**src/rtl/down_timer.sv**
```systemverilog
// down_timer: loadable, pausable down-counting interval timer with an
// optional prescaler. Counts ticks from a loaded value down to zero, then
// either stops in DONE (one-shot) or reloads and keeps running (periodic).
// Command priority each cycle: load > stop > start > tick.
module down_timer #(
  parameter int MAX_COUNT      = 16,
  parameter int COUNTER_WIDTH  = $clog2(MAX_COUNT + 1),
  parameter int PRESCALE       = 1,
  parameter int PRESCALE_WIDTH = $clog2(PRESCALE + 1)
) (
  input  logic                     i_clk,
  input  logic                     i_rst_n,
  input  logic                     i_load,
  input  logic [COUNTER_WIDTH-1:0] i_load_value,
  input  logic                     i_start,
  input  logic                     i_stop,
  input  logic                     i_reload_en,
  output logic [COUNTER_WIDTH-1:0] o_count,
  output logic                     o_busy,
  output logic                     o_done,
  output logic                     o_expired
);

  // Reject parameter sets the counter cannot represent.
  if (MAX_COUNT <= 0) begin : g_chk_max
    $fatal(1, "down_timer: MAX_COUNT must be > 0");
  end
  if (PRESCALE < 1) begin : g_chk_pre
    $fatal(1, "down_timer: PRESCALE must be >= 1");
  end
  if ((64'd1 << COUNTER_WIDTH) <= 64'(MAX_COUNT)) begin : g_chk_w
    $fatal(1, "down_timer: COUNTER_WIDTH too small for MAX_COUNT");
  end

  localparam logic [COUNTER_WIDTH-1:0]  CNT_MAX  = COUNTER_WIDTH'(MAX_COUNT);
  localparam logic [COUNTER_WIDTH-1:0]  CNT_ONE  = COUNTER_WIDTH'(1);
  localparam logic [PRESCALE_WIDTH-1:0] PS_LAST  = PRESCALE_WIDTH'(PRESCALE - 1);
  localparam logic [PRESCALE_WIDTH-1:0] PS_ONE   = PRESCALE_WIDTH'(1);

  typedef enum logic [1:0] {
    S_IDLE = 2'd0,
    S_RUN  = 2'd1,
    S_DONE = 2'd2
  } state_t;

  state_t                    state_q, state_d;
  logic [COUNTER_WIDTH-1:0]  count_q, count_d;
  logic [COUNTER_WIDTH-1:0]  reload_q, reload_d;
  logic [PRESCALE_WIDTH-1:0] presc_q, presc_d;
  logic                      expired_q, expired_d;

  logic [COUNTER_WIDTH-1:0]  load_sat;
  logic                      tick;

  // Clamp the requested load value so the count never exceeds MAX_COUNT.
  assign load_sat = (i_load_value > CNT_MAX) ? CNT_MAX : i_load_value;
  // The prescaler's last phase is the cycle a tick lands on (always, when PRESCALE=1).
  assign tick     = (presc_q == PS_LAST);

  // State and datapath registers; reset aborts any run without an expiry pulse.
  always_ff @(posedge i_clk or negedge i_rst_n) begin
    if (!i_rst_n) begin
      state_q   <= S_IDLE;
      count_q   <= '0;
      reload_q  <= '0;
      presc_q   <= '0;
      expired_q <= 1'b0;
    end else begin
      state_q   <= state_d;
      count_q   <= count_d;
      reload_q  <= reload_d;
      presc_q   <= presc_d;
      expired_q <= expired_d;
    end
  end

  // Next-state logic: resolve the highest-priority command, else advance a tick.
  always_comb begin
    state_d   = state_q;
    count_d   = count_q;
    reload_d  = reload_q;
    presc_d   = presc_q;
    expired_d = 1'b0;

    if (i_load) begin
      count_d  = load_sat;
      reload_d = load_sat;
      presc_d  = '0;
      state_d  = S_IDLE;
    end else if (i_stop) begin
      // Pause keeps count and prescaler phase so a later start resumes exactly.
      if (state_q == S_RUN) begin
        state_d = S_IDLE;
      end
    end else if (i_start && (state_q != S_RUN)) begin
      if (state_q == S_IDLE) begin
        if (count_q != '0) begin
          state_d = S_RUN;
        end else begin
          state_d   = S_DONE;
          expired_d = 1'b1;
        end
      end else begin
        // Retrigger from DONE restarts a full period from the reload value.
        count_d = reload_q;
        presc_d = '0;
        if (reload_q != '0) begin
          state_d = S_RUN;
        end else begin
          expired_d = 1'b1;
        end
      end
    end else if (state_q == S_RUN) begin
      // A start while running is ignored, so ticking continues undisturbed.
      if (tick) begin
        presc_d = '0;
        if (count_q > CNT_ONE) begin
          count_d = count_q - CNT_ONE;
        end else if (i_reload_en) begin
          count_d   = reload_q;
          expired_d = 1'b1;
        end else begin
          count_d   = '0;
          state_d   = S_DONE;
          expired_d = 1'b1;
        end
      end else begin
        presc_d = presc_q + PS_ONE;
      end
    end
  end

  assign o_count   = count_q;
  assign o_busy    = (state_q == S_RUN);
  assign o_done    = (state_q == S_DONE);
  assign o_expired = expired_q;

endmodule

```
**config.mk**
```make
export PLATFORM = sky130hd
export DESIGN_NAME = down_timer
export DESIGN_NICKNAME = d
export VERILOG_FILES = /design/src/rtl/down_timer.sv
export SDC_FILE = /design/constraint.sdc
export NUM_CORES = 1
export LEC_CHECK = 0
export BUFFER_PORTS_ARGS = -buffer_cell sky130_fd_sc_hd__clkbuf_2
export CAP_MARGIN = 40
export CORE_MARGIN = 4
export CORE_UTILIZATION = 40
export CTS_BUF_LIST = sky130_fd_sc_hd__clkbuf_8
export DETAILED_ROUTE_END_ITERATION = 12
export PLACE_DENSITY = 0.61
export SLEW_MARGIN = 20
export SYNTH_ARGS = -nofsm -noshare
export SYNTH_HDL_FRONTEND = slang
export SYNTH_SLANG_ARGS = --single-unit
```
**constraint.sdc**
```tcl
create_clock -name i_clk -period 3.4 [get_ports i_clk]
set_clock_uncertainty 0.15 [all_clocks]
set_input_delay 0.17 -clock i_clk [delete_from_list [all_inputs] [get_ports i_clk]]
set_output_delay 0.17 -clock i_clk [all_outputs]
set_load 0.01 [all_outputs]
```
**Word-level counts from Yosys, hierarchy flattened**

Cells that the tools add are included.

- Register bits: 14
- Input bits: 11
- Output and inout port bits: 8
- Logic and storage cells: 63

- $add $sub $neg: 2
- Magnitude comparators: 2
- Equal/unequal tests: 11
- Multiplexer cells: 35
- Reduce and logical (&&, ||, !) cells: 8

Operators by type and width:

| cell | number |
|---|---|
| 2-to-1 mux 5 bit | 9 |
| 2-to-1 mux 2 bit | 11 |
| 2-to-1 mux 1 bit | 15 |
| nonzero test 5 bit | 2 |
| != test 4 x 3 -> 1 bit (second input constant) | 2 |
| != test 3 x 2 -> 1 bit (second input constant) | 2 |
| AND reduction 6 bit | 1 |
| > comparator 5 x 1 -> 1 bit (second input constant) | 1 |
| > comparator 5 bit (second input constant) | 1 |
| != test 5 x 3 -> 1 bit (second input constant) | 1 |
| subtractor 5 x 1 -> 5 bit (second input constant) | 1 |
| != test 4 bit (second input constant) | 1 |
| AND reduction 4 bit | 1 |
| != test 3 bit (second input constant) | 1 |
| AND reduction 3 bit | 1 |
| nonzero test 3 bit | 1 |
| == test 2 x 1 -> 1 bit (second input constant) | 1 |
| == test 2 bit (second input constant) | 1 |
| logical NOT 2 bit | 1 |
| != test 2 x 1 -> 1 bit (second input constant) | 1 |
| != test 2 bit (second input constant) | 1 |
| adder 1 bit (second input constant) | 1 |
| logical AND 1 bit | 1 |

**Depth between registers and ports, before layout**

- Depth after elaboration: 7
- Gate-level depth with buffers: 7
- Gate-level depth less buffers: 7

**Least setup slack after synthesis**

No wires, ideal clock.

- Path kind: register to register
- Start: register count_q[0], in the netlist o_count[0]
- End: register state_q[1]
- Library setup time: 0.077 ns
- Arrival: 1.806 ns
- Data required time: 3.173 ns
- Slack: 1.367 ns
- Cell stages (with the launch flop): 8
- Buffers on the path: 0
- Clock period less this slack: 2.033 ns
- Cell sequence: dfrtp_1 -> inv_1 -> ha_1 -> or4b_4 -> nor2_2 -> nor2_1 -> or4_1 -> a21oi_1

- Cells in the longest elaborated chain, start to end: 6
- Elaborated cells between the ends (all ways): 9
- Classes of those cells: 1 x order compare; 1 x eq/ne; 5 x mux; 2 x reduce/logical

RTL lines:

| what | RTL line | text |
|---|---|---|
| start: declaration | 47 | `logic [COUNTER_WIDTH-1:0] count_q, count_d;` |
| start signal: assignment | 70 | `count_q <= count_d;` |
| branches (longest 6 deep; another with > comparator 5 x 1 -> 1 bit) | n/a |  |
| end signal: assignment | 69 | `state_q <= state_d;` |
| end: declaration | 46 | `state_t state_q, state_d;` |

Several ways; the timed one is not identified.
A chain may end at the register's enable or synchronous reset.

**Worst setup path in the final report**

- Start: register count_q[1], in the netlist o_count[1]
- End: register state_q[1]

Same word-level chain as after synthesis.

==> results.txt <==
Int Pwr = 0.287 mW
Hold Slack = 0.0299 ns
Number of global-route vias before repair = 641
Initial drt markers = 21
Fmax = 475 MHz
WL/cell = 13.8 µm
Top cell type's share of synthesized area = 0.406
Setup TNS = 0 ns
CTS Buf Count = 3
Nets = 123
Initial cell density of the core = 0.444
Clock-pin slew on the worst setup and hold paths = 0.06 ns
Post-cts resize count = 0
DRC viols = 0
Cells after Synth = 88
Data arrival, critical path = 2.12 ns
Slew @ Worst Pin = 0.701 ns
1st-pass router iterations = 4
Count of input and output buffers = 18
WS Path Type = flop to flop
Post-CTS setup-driven buffer insertion count = 0
Syn Area/Cell = 9.10 µm²
Max clock buf depth = 2
Reg2reg setup slack = 1.29 ns
Flop pwr share = 0.453
CTS H-Tree Depth = 1
Filler instances = 189
Max_cap viols = 0
Register bit count reported by yosys = 13
Min-delay worst type = primary input to flop
RSZ-0062 raised after global routing = false
Async SR Flop Fraction = 1.00
Hold Path Cell Cnt = 2
Synthesis-to-layout area growth = 19.4%
Dpl hpwl = 1400 µm
Yosys warns = 0
NetSw = 0.125 mW
Gp weighted congestion = 0.858
Die height = 52.7 µm
Worst Hold Path EP = o_expired$_DFF_PN0_
Root Buffer = clkbuf_8
Area post-placement = 901 µm²
Drt via density = 5.52
Tmin final = 2.11 ns
Die extent in x = 52.7 µm
Clk_lat worst skew = 0.24 ns
Reg2Reg Depth = 7
Share of cells above drive strength 1 = 0.248
Main synth FF type = dfrtp_1
Syn_nets = 101
Io pins = 19
Row count = 15
Final Util = 0.531
CTS tree = built
Setup Viol. Count Final = 0
Post-synth EDFFs = 0
Final worst path period share = 0.620
WL final = 1850 µm
Top post-synthesis cells by area = dfrtp_1 (41%), a21oi_1 (4.4%), a22oi_1 (3.8%)
GRT overflow = 0
Mapped cell area = 801 µm²
Final ANT Viol Nets = 0
Cell taking the most area after synthesis = dfrtp_1
Diode count = 0
Crit end category = flop
Rel. slew slack = 0.527
Reg2reg end = state_q[1]$_DFFE_PN0P_
Combinational group share of total power = 0.215
Post-synthesis sequential area ratio = 0.406
First-pass GRT wire length = 2990 µm
Pwr per Cell Area = 430 nW/µm²
Routed via count = 740
GRT Overall Usage = 0.149
HP Start = i_stop
Run status = finished, final reports clean
Critical Path Fanout Max = 5
Die area = 2780 µm²
Crit start category = flop
Largest net degree at the start of global routing = 14
Placeable Area = 1800 µm²
Initial antenna violation count = 0
VDD IR max = 0.000191 V
CTS Sinks = 13
Clock power share = 0.332
RR Startpoint = o_count[1]$_DFFE_PN0P_
Leak = 0.447 nW
Design area = 956 µm²
Hold Vio Cnt, Final = 0
Max-slew violations = 0
Sw Ratio = 0.303
Library cells used by synthesis = 33
CP required = 3.42 ns
## cell usage after synthesis, types with 2 or more instances
cell	instances
ha_1	2
o31ai_1	2
xor2_1	2
nand2_1	5
a221oi_1	2
or4_1	2
inv_1	7
nand2b_1	3
o22ai_1	2
dfrtp_1	13
a21oi_1	7
nor3_1	5
nor2b_1	2
nor2_1	6
mux2_2	2
a22oi_1	4
nand3_1	2
o21ai_0	5
## repair_timing
action	4_1_cts	5_1_grt
hold endpoints to repair	13	0
endpoints found under the setup margin	0	0
hold buffers	1	0
## flip-flops by register name (all words and copies together), names as in the netlist
register / flops
state_q: 2
o_count: 5
o_expired: 1
reload_q: 5
## logic make-up (layout without fill, tap and decap cells)
kind of cell / after synthesis / in the layout / synth area share
simple gates: 31 / 31 / 0.219
compound gates: 28 / 28 / 0.230
flops: 13 / 13 / 0.406
buf+inv: 10 / 31 / 0.0641
fa+ha+maj: 2 / 2 / 0.0312
xor+xnor: 2 / 2 / 0.0219
mux: 2 / 2 / 0.0281
## layer usage
metal,GRT usage,wire (µm),vias up
met1,0.196,910,356
met4,0.0766,21,0
met3,0.0285,86,4
met5,0,0,-
li1,-,-,363
met2,0.229,827,17
## critical path: stages (launching register included)
cell and delay [ns]:
dfrtp_1 0.43, inv_1 0.11, ha_1 0.19, or4b_4 0.49
nor2_2 0.09, nor2_1 0.04, or4_1 0.39, a21oi_1 0.14
## power groups by stage
stage	clock, mW	combinational [mW]	sequential, mW
2_1_floorplan	0	0.0573	0.187
3_3_place_gp	0	0.0875	0.188
3_5_place_dp	0	0.0875	0.189
4_1_cts	0.141	0.0893	0.186
5_1_grt	0.145	0.0989	0.188
6_report	0.137	0.0885	0.186
## layout by cell type, fill, tap and decap left out, drive strengths merged, types with 2 or more instances in the layout
cell,netlist,final
inv,7,8
xor2,2,2
o22ai,2,2
nand3,2,2
a221oi,2,2
a22oi,4,4
o21ai,5,5
nand2b,3,3
nand2,5,5
a21oi,7,7
nor2,7,7
nor2b,2,2
mux2,2,2
ha,2,2
nor3,6,6
or4,2,2
dfrtp,13,13
clkbuf,0,21
o31ai,2,2
## metrics by stage
stage                     power, mW  worst slack (ns)  instances
final                         0.411              1.29        134
after floorplan               0.245              1.37         88
after global routing          0.432              1.18        134
after CTS                     0.416              1.28        134
after detailed placement      0.276              1.31        129
after global placement        0.275              1.33        129
## worst max path at each step
stage	start	endpoint	slack, ns	cells past startpoint
global placement	o_count[1]$_DFFE_PN0P_	state_q[1]$_DFFE_PN0P_	1.33	7
CTS	o_count[1]$_DFFE_PN0P_	state_q[1]$_DFFE_PN0P_	1.28	7
detailed placement	o_count[1]$_DFFE_PN0P_	state_q[1]$_DFFE_PN0P_	1.31	7
finish	o_count[1]$_DFFE_PN0P_	state_q[1]$_DFFE_PN0P_	1.29	7
global route	o_count[1]$_DFFE_PN0P_	o_expired$_DFF_PN0_	1.18	6
floorplan	o_count[0]$_DFFE_PN0P_	state_q[1]$_DFFE_PN0P_	1.37	7
## layout make-up
cell class / count / area, µm² / area share
clock inverters: 1 / 3.75 / 0.00393
clock buffers: 3 / 41.3 / 0.0432
inverters: 8 / 30.0 / 0.0314
multi-input cells: 65 / 424 / 0.444
well taps: 25 / 31.3 / 0.0327
flip-flops and latches: 13 / 325 / 0.340
repair buffers: 19 / 100 / 0.105
No activity file was read; power rests on OpenSTA's default activity.
